`src/rtl/ahb_lite_master.sv`:
```
// ahb_lite_master
//   Single-outstanding-transfer AHB-Lite initiator. Turns a valid/ready
//   command into one NONSEQ SINGLE transfer on a 7-bit address, 32-bit data
//   bus, placing/extracting byte and halfword lanes, absorbing wait states
//   and the two-cycle ERROR response.
//
// Ports:
//   clk, n_rst            clock, synchronous active-low reset
//   cmd_valid/cmd_ready   command handshake (ready only when idle)
//   cmd_write/addr/size   command attributes (size 3 is illegal)
//   cmd_wdata             right-justified write data
//   resp_valid/error      one-cycle completion pulse, error flag
//   resp_rdata            right-justified, zero-extended read data
//   wait_count            DATA-phase wait states of the last transfer
//   hsel..hwdata          AHB-Lite initiator outputs (all registered)
//   hrdata/hready/hresp   AHB-Lite slave responses
module ahb_lite_master #(
  parameter logic [7:0] MAX_WAIT = 8'd255
) (
  input  logic        clk,
  input  logic        n_rst,
  input  logic        cmd_valid,
  output logic        cmd_ready,
  input  logic        cmd_write,
  input  logic [6:0]  cmd_addr,
  input  logic [1:0]  cmd_size,
  input  logic [31:0] cmd_wdata,
  output logic        resp_valid,
  output logic        resp_error,
  output logic [31:0] resp_rdata,
  output logic [7:0]  wait_count,
  output logic        hsel,
  output logic [6:0]  haddr,
  output logic [1:0]  htrans,
  output logic [1:0]  hsize,
  output logic        hwrite,
  output logic [2:0]  hburst,
  output logic [31:0] hwdata,
  input  logic [31:0] hrdata,
  input  logic        hready,
  input  logic        hresp
);

  typedef enum logic [1:0] {
    IDLE = 2'd0,
    ADDR = 2'd1,
    DATA = 2'd2,
    ERR  = 2'd3
  } state_t;

  state_t      state, state_next;
  logic        cmd_legal;
  logic [31:0] lane_q, lane_d;

  logic        hsel_d, hwrite_d, resp_valid_d, resp_error_d;
  logic [6:0]  haddr_d;
  logic [1:0]  htrans_d, hsize_d;
  logic [31:0] hwdata_d, resp_rdata_d;
  logic [7:0]  wait_count_d;

  function automatic logic [31:0] place_lanes(input logic [1:0] size,
                                              input logic [1:0] lo,
                                              input logic [31:0] data);
    case (size)
      2'd0:    place_lanes = 32'(data[7:0]) << {lo, 3'b000};
      2'd1:    place_lanes = lo[1] ? {data[15:0], 16'h0000} : {16'h0000, data[15:0]};
      2'd2:    place_lanes = data;
      default: place_lanes = '0;
    endcase
  endfunction

  function automatic logic [31:0] extract_lanes(input logic [1:0] size,
                                                input logic [1:0] lo,
                                                input logic [31:0] data);
    logic [31:0] shifted;
    shifted = data >> {lo, 3'b000};
    case (size)
      2'd0:    extract_lanes = {24'h000000, shifted[7:0]};
      2'd1:    extract_lanes = lo[1] ? {16'h0000, data[31:16]} : {16'h0000, data[15:0]};
      2'd2:    extract_lanes = data;
      default: extract_lanes = '0;
    endcase
  endfunction

  assign cmd_ready = (state == IDLE);
  assign hburst    = 3'b000;

  always_comb begin
    case (cmd_size)
      2'd0:    cmd_legal = 1'b1;
      2'd1:    cmd_legal = ~cmd_addr[0];
      2'd2:    cmd_legal = (cmd_addr[1:0] == 2'b00);
      default: cmd_legal = 1'b0;
    endcase
  end

  // State and all registered outputs.
  always_ff @(posedge clk) begin
    if (!n_rst) begin
      state      <= IDLE;
      hsel       <= 1'b0;
      haddr      <= '0;
      htrans     <= 2'b00;
      hsize      <= 2'b00;
      hwrite     <= 1'b0;
      hwdata     <= '0;
      resp_valid <= 1'b0;
      resp_error <= 1'b0;
      resp_rdata <= '0;
      wait_count <= '0;
      lane_q     <= '0;
    end else begin
      state      <= state_next;
      hsel       <= hsel_d;
      haddr      <= haddr_d;
      htrans     <= htrans_d;
      hsize      <= hsize_d;
      hwrite     <= hwrite_d;
      hwdata     <= hwdata_d;
      resp_valid <= resp_valid_d;
      resp_error <= resp_error_d;
      resp_rdata <= resp_rdata_d;
      wait_count <= wait_count_d;
      lane_q     <= lane_d;
    end
  end

  always_comb begin
    state_next = state;
    case (state)
      IDLE: if (cmd_valid && cmd_legal) state_next = ADDR;
      ADDR: if (hready) state_next = DATA;
      DATA: begin
        if (hresp)       state_next = hready ? IDLE : ERR;
        else if (hready) state_next = IDLE;
      end
      ERR:  if (hready) state_next = IDLE;
      default: state_next = IDLE;
    endcase
  end

  // Next values for the registered outputs. haddr/hsize/hwrite double as the
  // latched command; lane_q holds write data already placed on its lanes.
  always_comb begin
    hsel_d       = 1'b0;
    htrans_d     = 2'b00;
    haddr_d      = haddr;
    hsize_d      = hsize;
    hwrite_d     = hwrite;
    hwdata_d     = '0;
    resp_valid_d = 1'b0;
    resp_error_d = 1'b0;
    resp_rdata_d = resp_rdata;
    wait_count_d = wait_count;
    lane_d       = lane_q;
    case (state)
      IDLE: begin
        if (cmd_valid) begin
          if (cmd_legal) begin
            hsel_d       = 1'b1;
            htrans_d     = 2'b10;
            haddr_d      = cmd_addr;
            hsize_d      = cmd_size;
            hwrite_d     = cmd_write;
            wait_count_d = '0;
            lane_d       = place_lanes(cmd_size, cmd_addr[1:0], cmd_wdata);
          end else begin
            resp_valid_d = 1'b1;
            resp_error_d = 1'b1;
            resp_rdata_d = '0;
          end
        end
      end
      ADDR: begin
        if (hready) begin
          hwdata_d = hwrite ? lane_q : '0;
        end else begin
          hsel_d   = 1'b1;
          htrans_d = 2'b10;
        end
      end
      DATA: begin
        if (hresp) begin
          // A single-cycle ERROR (hready=1) completes as an error at once.
          if (hready) begin
            resp_valid_d = 1'b1;
            resp_error_d = 1'b1;
            resp_rdata_d = '0;
          end
        end else if (hready) begin
          resp_valid_d = 1'b1;
          resp_rdata_d = hwrite ? '0 : extract_lanes(hsize, haddr[1:0], hrdata);
        end else begin
          hwdata_d = hwrite ? lane_q : '0;
          if (wait_count != MAX_WAIT) wait_count_d = wait_count + 8'd1;
        end
      end
      ERR: begin
        if (hready) begin
          resp_valid_d = 1'b1;
          resp_error_d = 1'b1;
          resp_rdata_d = '0;
        end
      end
      default: ;
    endcase
  end

endmodule

```
`config.mk`:
```
export PLATFORM = sky130hd
export DESIGN_NAME = ahb_lite_master
export DESIGN_NICKNAME = d
export VERILOG_FILES = /design/src/rtl/ahb_lite_master.sv
export SDC_FILE = /design/constraint.sdc
export NUM_CORES = 1
export LEC_CHECK = 0
export ABC_AREA = 1
export BUFFER_PORTS_ARGS = -buffer_cell sky130_fd_sc_hd__buf_2
export CELL_PAD_IN_SITES_DETAIL_PLACEMENT = 1
export CELL_PAD_IN_SITES_GLOBAL_PLACEMENT = 1
export CORE_UTILIZATION = 32
export CTS_BUF_LIST = sky130_fd_sc_hd__clkbuf_4 sky130_fd_sc_hd__clkbuf_8 sky130_fd_sc_hd__clkbuf_16
export DETAILED_ROUTE_END_ITERATION = 10
export PLACE_DENSITY_LB_ADDON = 0.1
export SLEW_MARGIN = 30
export SYNTH_ARGS = -nofsm -noshare
export SYNTH_HDL_FRONTEND = slang
export SYNTH_SLANG_ARGS = --single-unit
```
`constraint.sdc`:
```
create_clock -name clk -period 1.5 [get_ports clk]
set_input_delay 0.225 -clock clk [delete_from_list [all_inputs] [get_ports clk]]
set_output_delay 0.225 -clock clk [all_outputs]
set_load 0.01 [all_outputs]
```
* Word level (Yosys, flattened, before mapping)
Cells that the tools add are included.
Storage, ports and cells: word-level logic and storage cells 88, input port bits 79, output and inout port bits 91, flip-flop bits (word level) 121
Cells by class: muxes and demuxes 43, equal/unequal tests 17, reduce and logical (&&, ||, !) cells 12, bitwise operators 1, shifts and indexed selects 2, add/sub/neg operators 1
Operator list (count):
- $mux 32 | 11
- $pmux 32 s3 | 3
- $pmux 32 s2 | 1
- $mux 8 | 5
- $shl 8x5->32 | 1
- $shr 32x5->8 | 1
- $mux 16 | 1
- $mux 2 | 8
- $pmux 8 s2 | 1
- $ne 2x2->1 const B | 6
- $add 8x1->8 const B | 1
- $eq 2x2->1 const B | 4
- $logic_not 2->1 | 4
- $ne 8x8->1 const B | 1
- $pmux 2 s4 | 1
- $mux 1 | 7
- $eq 2x1->1 const B | 3
- $pmux 1 s3 | 2
- $reduce_and 6->1 | 1
- $ne 2x1->1 const B | 2
- $pmux 1 s2 | 2
- $pmux 2 s2 | 1
- $reduce_and 4->1 | 1
- $ne 3x3->1 const B | 1
- other kinds (7) | 7

* Logic depth before layout (Yosys ltp)
Gate-level depths: netlist of the first run.
depth after elaboration 6, depth in mapped cells 12, depth with buffers taken out 11

* Worst setup path after synthesis of the first run
OpenSTA, ideal clock, no wires.
path kind register to register, start point register state[0], end point register resp_rdata[10], period minus slack after synthesis 1701 ps, arrival 1644 ps, path slack -201 ps, cell stages (with the launch flop) 13, data required time 1444 ps, path through dfxtp_1 inv_1 ha_1 nand2_1 nand2_1 nor2_8 nand3_2 nor2_2 buf_4 nand2_1 nand3_1 nand2_1 inv_1
On the way: word-level cells in the longest chain between the ends 3, elaborated cells on any way between the ends 9, classes of those cells eq/ne (5); mux (1); reduce/logical (3)
Ends and longest elaborated chain:
- start, declared | RTL line 51 | state_t state, state_next;
- start signal, assigned | RTL line 113 | state <= state_next;
- $logic_not 2->1 (*)
- named net cmd_ready | RTL line 23 | output logic cmd_ready,
- $ne 2x2->1 (no line) / $reduce_bool 3->1 (equally long branches)
- $reduce_and 4->1 (no line)
- end signal, assigned | RTL line 122 | resp_rdata <= resp_rdata_d;
- end, declared | RTL line 30 | output logic [31:0] resp_rdata,
The timed path passes the listed nets; every way through them passes the cells marked *. A chain may end at the register's enable or synchronous reset.

* Final worst setup path of the first run
start point register state[1], end point register wait_count[4]
On the way: word-level cells in the longest chain between the ends 3, elaborated cells on any way between the ends 10, classes of those cells eq/ne (6); mux (1); reduce/logical (3)
Ends and longest elaborated chain:
- $eq 2x2->1 / $logic_not 2->1 (equally long branches) | RTL line 156 | case (state)
- $ne 2x2->1 (no line) (tied with other cells)
- $reduce_and 6->1 (no line)
- end signal, assigned | RTL line 123 | wait_count <= wait_count_d;
- end, declared | RTL line 31 | output logic [7:0] wait_count,
Several ways; a longest one is shown, not always the timed one.

==> impl_results.md, run 1 <==
- Status: complete, but fails checks
- Failing checks: negative setup slack
- Sequential area share after synthesis: 0.4309
- Die W: about 130 um
- Most frequent cell after synthesis: nand2_1
- Seq cells post-synth: 119
- Final core utilization: 0.5342
- Io pins: 170
- Most used flip-flop cell after synthesis: dfxtp_1
- Initial DRC count: about 250
- Synthesized instance count: ~810
- Power Dens Cells: around 1100 nW/um^2
- Critical path capture point type: flop
- Dominant cell type by area after synthesis: dfxtp_1
- Post-synth top area share: 0.4309
- Nets: around 1,100
- Die area: 17,810 um^2
- Core Region: 16,700 um^2
- Warnings, synthesis: 0
- Fraction of layout cells with a size suffix above 1: 0.4519
- Antenna-violating nets left: 0
- DR WL/cell: between 15 and 20 um
- Worst stage delay on the critical path: approximately 0.37 ns
- Synthesized-area fraction occupied by and/or/nand/nor cells: 0.3284
- Crit path cell chain: inv_4, ha_4, nand2_2, nand3b_1, buf_6, o21ai_4, nand2_4, buf_8, nand2_4, a21oi_2
- Mux cell area share after synthesis: 0
- GRT Resource Usage Total: 0.2331
- GR Overflow Total: 0
- Die Y-Extent: between 100 and 150 um
- Critical Path AT: about 2.0 ns
- Global-route wire length before repair: 32,370 um
- Clk_skew: between 0.01 and 0.015 ns
- Synth Area in XOR/XNOR: 0.004752
- Dpl cell area: ~7100 um^2
- Worst slack, placed: -0.2214 ns
- Final wirelength: about 22,000 um
- Post-Route Setup TNS: -9.317 ns
- Hold WC Path Type: input port to flop
- Data required, critical path: 1.81 ns
- Synth Area in Adders: 0.01131
- Max H-tree Level: 4
- Root Buffer: clkbuf_16
- Final setup violation count: 85
- Core Rows: 47
- Most Frequent Cell on Critical Path: nand2_4
- Number of synthesized flops with an enable pin: 0
- Final HPWL DP: between 10,000 and 15,000 um
- Synth Area in Compound Gates: 0.1292
- CTS tree: done
- Largest family of logic cells by synthesized area: simple AND/OR/NAND/NOR gates
- Max-Cap Viols: 0
- Synth Area per Inst: slightly below 7 um^2
- Synth area leaders: dfxtp_1 43%, nand2_1 19%, nand3_1 8.1%, a21oi_1 7.9%, inv_1 5.0%
- Post-Syn Area: around 5500 um^2
- Pre-Repair DR Iteration Count: 4
- Pin count of the biggest net entering global routing: 52
- Finished Cell Area: about 9000 um^2
- Leakage power: between 4 and 5 nW
- Starting density of the core: 0.3311
- Crit path max-delay family: simple AND/OR/NAND/NOR gates
- Residual DRC: 0
- Clk sinks: roughly 120
- Worst hold slack: a little under 0.06 ns
- Hold Vio Cnt, Final: 0
- Max clock buf depth: 2
- Clk_lat worst skew: between 0.4 and 0.5 ns
- Gpl congestion: between 0.8 and 0.9
- Unrepaired setup endpoints after global routing: true
- Worst setup margin: -0.1652 ns
- Crit-path slowest cell: dfxtp_4
- Fin crit share: 1.110
- Max VDD drop: between 0.8 and 0.9 mV
- Buf+Inv Stages, Crit Path: 3
- Finished Layout Cells: about 1,300
- Hold Buf Count CTS: 0
- Vias in the first global route: slightly above 6,000
- Commonest cells post-synth: 276 x nand2_1, 119 x dfxtp_1, 89 x nand3_1
- DR vias/cell: 4.889
- Max-slew violation count: 0
- Fill count: between 2,000 and 2,500
- Num CTS Buffers: 17
- Fmax: between 600 and 700 MHz
- Placed Cells: approximately 1,200
- Crit path time final: 1.665 ns
- Setup Crit Path Kind: flop to flop
- Clk slew on worst S/H paths: approximately 0.060 ns
- Ys async rst share: 0
- Port Buffer Count: approximately 170
- Initial antenna violation count: 0
- Syn-to-layout area delta: 61.37%
- Pwr Total: between 9 and 10 mW
- Count of unique library cells instantiated by Yosys: 33
- Startpoint types: flop
- Detailed-route via count: around 6,300
- Crit path max fanout: 5
power by group:
group	switching, mW	internal [mW]
logic	1.30	0.956
registers	0.0730	3.24
clock network	1.60	2.52
repair_timing:
item | in CTS | in global routing
buffers inserted | 8 | 7
endpoints found under the setup margin | 97 | 118
cloned | 8 | 5
pin swaps | 22 | 50
gates resized for setup | 89 | 170
cell families (layout without fill, tap and decap cells):
kind of cell | Yosys count | count (layout)
AO/OA/AOI/OAI | 133 | 133
XOR/XNOR | 3 | 3
adder cells (fa/ha/maj) | 5 | 5
buffers and inverters | 124 | 368
flip-flops | 119 | 119
other | 1 | 5
AND/OR/NAND/NOR | 428 | 428
worst paths after layout:
check,slack (ns),endpoint,start,cells after the start
max,-0.17,wait_count[4],state[1],10
min,0.06,haddr[3],cmd_addr[3],3
max reg2reg,-0.17,wait_count[4],state[1],10
min reg2reg,0.44,hwdata[18],lane_q[18],2
worst min-delay path, delay by kind of cell:
family,cells,cell delay [ns]
compound gates,1,0.05
buf+inv,1,0.10
simple gates,1,0.05
layout by cell type (no fill, tap or decap), types with 8 or more instances in the layout:
| cell | Yosys | routed |
|---|---|---|
| a21oi_1 | 87 | 59 |
| a21oi_2 | 1 | 27 |
| buf_12 | 0 | 11 |
| buf_2 | 14 | 165 |
| buf_4 | 9 | 55 |
| buf_6 | 1 | 14 |
| clkbuf_16 | 0 | 21 |
| dfxtp_1 | 119 | 115 |
| inv_1 | 73 | 56 |
| inv_2 | 6 | 17 |
| nand2_1 | 276 | 213 |
| nand2_2 | 4 | 34 |
| nand2_4 | 0 | 33 |
| nand3_1 | 89 | 50 |
| nand3_2 | 1 | 33 |
| nand4_1 | 9 | 9 |
| nor2_1 | 36 | 33 |
| o21ai_0 | 30 | 19 |
| o22ai_1 | 8 | 8 |
state kept, by name, summed over array words and instances, names as in the netlist:
name        cells
haddr           7
hsize           2
htrans          1
hwdata         32
hwrite          1
lane_q         32
resp_error      1
resp_rdata     32
resp_valid      1
state           2
wait_count      8
routing by layer:
layer | share of wire | GRT usage
met5 | 0 | 0
met4 | 0.012 | 0.07071
met3 | 0.051 | 0.04262
met2 | 0.47 | 0.3614
met1 | 0.47 | 0.3271
area by class of cell:
cell class / count / area (um^2) / share of cell area
Timing Repair Buffer: 255 / 1857 / 0.2081
Antenna cell: 1 / 2.502 / 0.0002805
Sequential cell: 119 / 2392 / 0.2681
Inverter: 81 / 335.3 / 0.03758
Clock buffer: 20 / 447.9 / 0.05020
Multi-Input combinational cell: 573 / 3467 / 0.3886
Tap cell: 220 / 275.3 / 0.03085
Clock inverter: 12 / 145.1 / 0.01627
Note: power is estimated with default switching activity, not from simulation.
==> run 2: changes to the inputs <==
==> constraint.sdc (replaced) <==
create_clock -name clk -period 1.5 [get_ports clk]
set_input_delay 0.225 -clock clk [delete_from_list [all_inputs] [get_ports clk]]
set_output_delay 0.225 -clock clk [all_outputs]
set_load 0.05 [all_outputs]
==> run 2 against run 1 <==
The run still ends with negative setup slack left. Sequential cell count unchanged. Power increased by 0.68%. Highest routed layer unchanged. Maximum frequency increased by 2.9%. Design area decreased by 4.3%. Critical endpoint is now lane_q[28]. Clock power increased by 3%. Cell count decreased by 0.94%. Core utilization decreased by 2.3 points. Via count decreased by 2.2%. Largest power group unchanged.
==> impl_results.md, run 2 (synthesis gave the netlist of run 1 again) <==
- Status: complete, but fails checks
- Failing checks: negative setup slack
- Flop-to-flop setup slack: -0.12 ns
- Fin crit share: 1.078
- Finished Layout Cells: ~1,300
- Crit path time final: 1.618 ns
- Syn-to-layout area delta: 54.36%
- Hold Vio Cnt, Final: 0
- WP depth: 9
- Hold Buf Count CTS: 0
- Pre-Repair DR Iteration Count: 4
- Clk slew on worst S/H paths: about 0.06 ns
- Initial antenna violation count: 0
- Root Buffer: clkbuf_16
- Crit path max-delay family: buffers and inverters
- Placed Cells: around 1,200
- Buf+Inv Stages, Crit Path: 4
- Multi-input gate area: approximately 3100 um^2
- Core Rows: 47
- CTS tree: done
- Crit-path slowest cell: dfxtp_4
- Worst slack, placed: -0.1458 ns
- DR vias/cell: slightly below 5
- Starting density of the core: 0.3311
- Die Y-Extent: between 100 and 150 um
- Final setup violation count: around 100
- Max-Cap Viols: 0
- Setup Crit Path Kind: flop to flop
- Max clock buf depth: 2
- Most common cell after layout, fill and taps aside: nand2_1
- Global-route wire length before repair: roughly 31,000 um
- GR Overflow Total: 0
- Vias in the first global route: around 6,000
- WHS Endpoint: haddr[3]
- Clk sinks: approximately 120
- Seq. cell area: 2406 um^2
- Clk_skew: about 0.017 ns
- Regs by FF count: hwdata x32, lane_q x32, resp_rdata x32
- Hold Path Stages: 3
- Pin count of the biggest net entering global routing: 55
- Antenna-violating nets left: 0
- Startpoint types: flop
- Core Region: approximately 17,000 um^2
- GRT Resource Usage Total: 0.2255
- Worst stage delay on the critical path: roughly 0.36 ns
- DR WL/cell: approximately 16 um
- Most frequent cells in the layout: 238 x nand2_1, 164 x buf_2, 106 x dfxtp_1, 82 x nand3_1, 69 x inv_1
- Die area: ~18,000 um^2
- Unrepaired setup endpoints after global routing: true
- Worst setup margin: -0.1177 ns
- Reg2Reg Depth: 9
- Die W: roughly 130 um
- Nets: between 1,000 and 1,500
- Max-slew violation count: 0
- Detailed-route via count: slightly above 6,000
- Critical Path AT: ~1.9 ns
- Initial DRC count: between 200 and 250
- Hold path startpoint: cmd_addr[3]
- Final wirelength: ~21,000 um
- Capturing point of the worst reg2reg path: lane_q[28]
- Hold WC Path Type: input port to flop
- # diodes: 0
- Residual DRC: 0
- RR Startpoint: state[1]
- Fmax: ~620 MHz
- Fraction of layout cells with a size suffix above 1: 0.3880
- Clk_lat worst skew: about 0.42 ns
- Leakage power: 4.099 nW
- Fill count: between 2,000 and 2,500
- Crit path cell chain: inv_4, ha_4, nand2_2, nand3b_1, buf_6, clkbuf_16, buf_12, nand2_1, a21oi_1
- Data required, critical path: roughly 1.8 ns
- Gpl congestion: ~0.83
- Num CTS Buffers: 17
- Power Dens Cells: 1144 nW/um^2
- Port Buffer Count: between 150 and 200
- Max VDD drop: roughly 0.84 mV
- Max H-tree Level: 4
- Final core utilization: 0.5110
- Crit path max fanout: 5
- Final HPWL DP: 14,030 um
- Io pins: between 150 and 200
- Critical path capture point type: flop
run 2: report_power, final:
part | internal, mW | switching [mW] | leakage (nW)
registers | 3.24 | 0.0709 | 0.968
clock network | 2.67 | 1.58 | 0.292
logic | 0.882 | 1.33 | 2.84
total | 6.79 | 2.97 | 4.10
run 2: how the worst max path moves through the flow:
stage | to | slack [ns] | start
global placement | resp_rdata[10] | -0.08 | state[0]
finish | lane_q[28] | -0.12 | state[1]
CTS | resp_rdata[11] | -0.11 | state[0]
floorplan | wait_count[1] | -0.07 | state[0]
detailed placement | lane_q[6] | -0.15 | state[1]
global route | resp_rdata[11] | -0.25 | state[0]
run 2: area by class of cell:
class	count	share of cell area
clock buffers	19	0.05161
flip-flops and latches	119	0.2819
inverters	81	0.03914
repair buffers	244	0.2072
well taps	220	0.03225
clock inverters	13	0.02008
multi-input cells	573	0.3678
run 2: per-stage QoR:
stage          area [um^2]  TNS, ns  hold WS, ns  power (mW)
6_report              8534   -4.909      0.06064       9.767
5_1_grt               8534   -17.41      0.05058       10.21
4_1_cts               8019   -3.445      0.04451       9.596
3_5_place_dp          7108   -5.960       0.4472       5.106
3_3_place_gp          7108   -2.976       0.4436       5.094
2_1_floorplan         5650   -1.994       0.3677       4.391
run 2: timing repair:
action,in CTS,in global routing
endpoints found under the setup margin,106,115
gates cloned,4,6
setup buffers,7,2
gates resized for setup,42,108
pin swaps,9,22
run 2: worst register-to-register path, delay by kind of cell (launching register included):
| kind | cells | cell delay [ns] |
|---|---|---|
| buffers and inverters | 4 | 0.55 |
| DFF | 1 | 0.36 |
| and+or+nand+nor | 3 | 0.32 |
| adders and majority gates | 1 | 0.17 |
| AOI/OAI and AO/OA | 1 | 0.09 |
run 2: per-layer routing:
metal / wire, um / global-route usage / vias up
met3: 838 / 0.03082 / 14
met4: 243 / 0.06692 / 0
met1: 10110 / 0.3208 / 2917
met2: 9566 / 0.3533 / 134
met5: 0 / 0 / -
li1: - / - / 3058
==> run 3: changes to the inputs <==
--- a/config.mk
+++ b/config.mk
@@ -10,7 +10,6 @@
 export CELL_PAD_IN_SITES_DETAIL_PLACEMENT = 1
 export CELL_PAD_IN_SITES_GLOBAL_PLACEMENT = 1
 export CORE_UTILIZATION = 32
-export CTS_BUF_LIST = sky130_fd_sc_hd__clkbuf_4 sky130_fd_sc_hd__clkbuf_8 sky130_fd_sc_hd__clkbuf_16
 export DETAILED_ROUTE_END_ITERATION = 10
 export PLACE_DENSITY_LB_ADDON = 0.1
 export SLEW_MARGIN = 30
==> run 3 against run 2 <==
The flow still finishes with violations (negative setup slack). Routed wire length increased by 0.22%. Worst hold slack got worse by 0.0072 ns. Core utilization increased by 0.067 points. Design area increased by 0.13%. Via count increased by 0.26%. Sequential power about the same. Combinational power about the same. Worst setup slack got worse by 0.0053 ns. Critical path type unchanged. Critical endpoint is now wait_count[2]. Highest routed layer unchanged.
==> impl_results.md, run 3 (synthesis gave the netlist of run 1 again) <==
- Leakage power: around 4.1 nW
- Hold WC Path Type: input port to flop
- Worst hold slack: about 0.053 ns
- Max-Cap Viols: 0
- Initial DRC count: 300
- Hold Buf Count CTS: 0
- Gpl congestion: about 0.83
- Die Y-Extent: approximately 130 um
- RR Startpoint: state[0]
- Final HPWL DP: between 10,000 and 15,000 um
- Hold path startpoint: cmd_addr[3]
- Fraction of layout cells with a size suffix above 1: 0.3931
- Root Buffer: clkbuf_16
- CTS tree: done
- GR peak layer: met2
- Crit-path slowest cell: dfxtp_2
- Io pins: 170
- DR vias/cell: roughly 4.8
- Fin crit share: 1.082
- Flop-to-flop setup slack: -0.12 ns
- Max-slew violation count: 0
- Finished Layout Cells: between 1,000 and 1,500
- Fmax: 616.1 MHz
- Clk slew on worst S/H paths: approximately 0.06 ns
- Placed Cells: roughly 1,200
- Final setup violation count: 111
- Max VDD drop: ~0.86 mV
- Pwr Total: between 9 and 10 mW
- Buf+Inv Stages, Crit Path: 3
- Failing checks: negative setup slack
- Critical path capture point type: flop
- Nets: approximately 1,100
- Data required, critical path: ~1.9 ns
- Antenna-violating nets left: 0
- Crit path max-delay family: compound AO/OA/AOI/OAI gates
- GRT Resource Usage Total: 0.2266
- Crit path cell chain: inv_4, ha_4, nand2_2, nand3b_1, buf_6, clkinv_8, a21oi_2, o21ai_1, a21oi_1
- Unrepaired setup endpoints after global routing: true
- Setup Crit Path Kind: flop to flop
- Clk_skew: ~0.0075 ns
- Core Region: 16,700 um^2
- Die area: between 15,000 and 20,000 um^2
- Most frequent cells in the layout: 238 x nand2_1, 164 x buf_2, 106 x dfxtp_1, 80 x nand3_1, 69 x inv_1
- Initial antenna violation count: 0
- Routing usage on met1: 0.3206
- Power Dens Cells: 1142 nW/um^2
- Global-route wire length before repair: approximately 32,000 um
- Startpoint types: flop
- Max H-tree Level: 4
- Status: complete, but fails checks
- Most common cell after layout, fill and taps aside: nand2_1
- Hold Vio Cnt, Final: 0
- GR Util met2: 0.3547
- Port Buffer Count: roughly 170
- Max clock buf depth: 2
- Clk_lat worst skew: between 0.4 and 0.5 ns
- Vias in the first global route: around 6,000
- Met3 GRT Util: 0.03311
- Worst stage delay on the critical path: around 0.38 ns
- Crit path time final: around 1.6 ns
- Residual DRC: 0
- Post-Route Setup TNS: -8.118 ns
- Worst setup margin: -0.1230 ns
- Clk sinks: around 120
- # diodes: 0
- Pre-Repair DR Iteration Count: 4
- Final wirelength: roughly 21,000 um
- GR Overflow Total: 0
- Core Rows: 47
- Num CTS Buffers: 17
- Syn-to-layout area delta: 54.56%
- DR WL/cell: between 15 and 20 um
- Critical Path AT: around 2.0 ns
- Die W: approximately 130 um
- Detailed-route via count: a little over 6,000
- Critical path startpoint: state[0]
- Pin count of the biggest net entering global routing: 55
- Crit path max fanout: 7
- Starting density of the core: 0.3311
- Regs by FF count: hwdata x32, lane_q x32, resp_rdata x32
run 3: changes by cell type in the layout (fill, tap and decap cells not counted), sizes merged:
cell and delta:
clkbuf -1, clkinv -1, clkinvlp +1
run 3: worst register-to-register path, cell delays in order (launching register included):
cell and delay, ns:
dfxtp_2 0.38, inv_4 0.06, ha_4 0.18, nand2_2 0.05, nand3b_1 0.16, buf_6 0.18, clkinv_8 0.11, a21oi_2 0.21
o21ai_1 0.09, a21oi_1 0.11
run 3: per-layer routing:
metal  part of all wire  vias to the layer above
met5                  0                        -
li1                   -                     3052
met3              0.042                       20
met1               0.48                     2919
met2               0.46                      148
met4              0.014                        0
run 3: path summary, 6_finish.rpt:
path                                       to  cells after the start
worst max-delay path            wait_count[2]                      9
worst max register to register  wait_count[2]                      9
worst min-delay path                 haddr[3]                      3
worst min register to register     hwdata[17]                      2
run 3: area by class of cell:
class                           count  area [um^2]
Clock buffer                       19        432.9
Inverter                           81        337.8
Sequential cell                   119         2406
Timing Repair Buffer              243         1758
Multi-Input combinational cell    573         3164
Fill cell                        2063         8155
Tap cell                          220        275.3
Clock inverter                     13        171.4
run 3: power breakdown:
part	switching, mW	total [mW]	internal [mW]
Sequential	0.0716	3.31	3.24
Clock	1.60	4.23	2.63
Combinational	1.34	2.22	0.881
Total	3.01	9.76	6.75
run 3: timing repair:
| item | CTS | global route |
|---|---|---|
| cloned | 4 | 5 |
| setup buffers | 5 | 2 |
| gates resized for setup | 38 | 119 |
| setup endpoints to repair | 100 | 115 |
| pin swaps | 7 | 22 |
run 3: through the flow:
stage,cell area [um^2],setup WS [ns],utilization
floorplan,5650,-0.06514,-
global placement,7108,-0.08165,0.4256
detailed placement,7108,-0.1458,0.4256
CTS,7988,-0.1136,0.4783
global route,8546,-0.2599,0.5117
finish,8546,-0.1230,0.5117
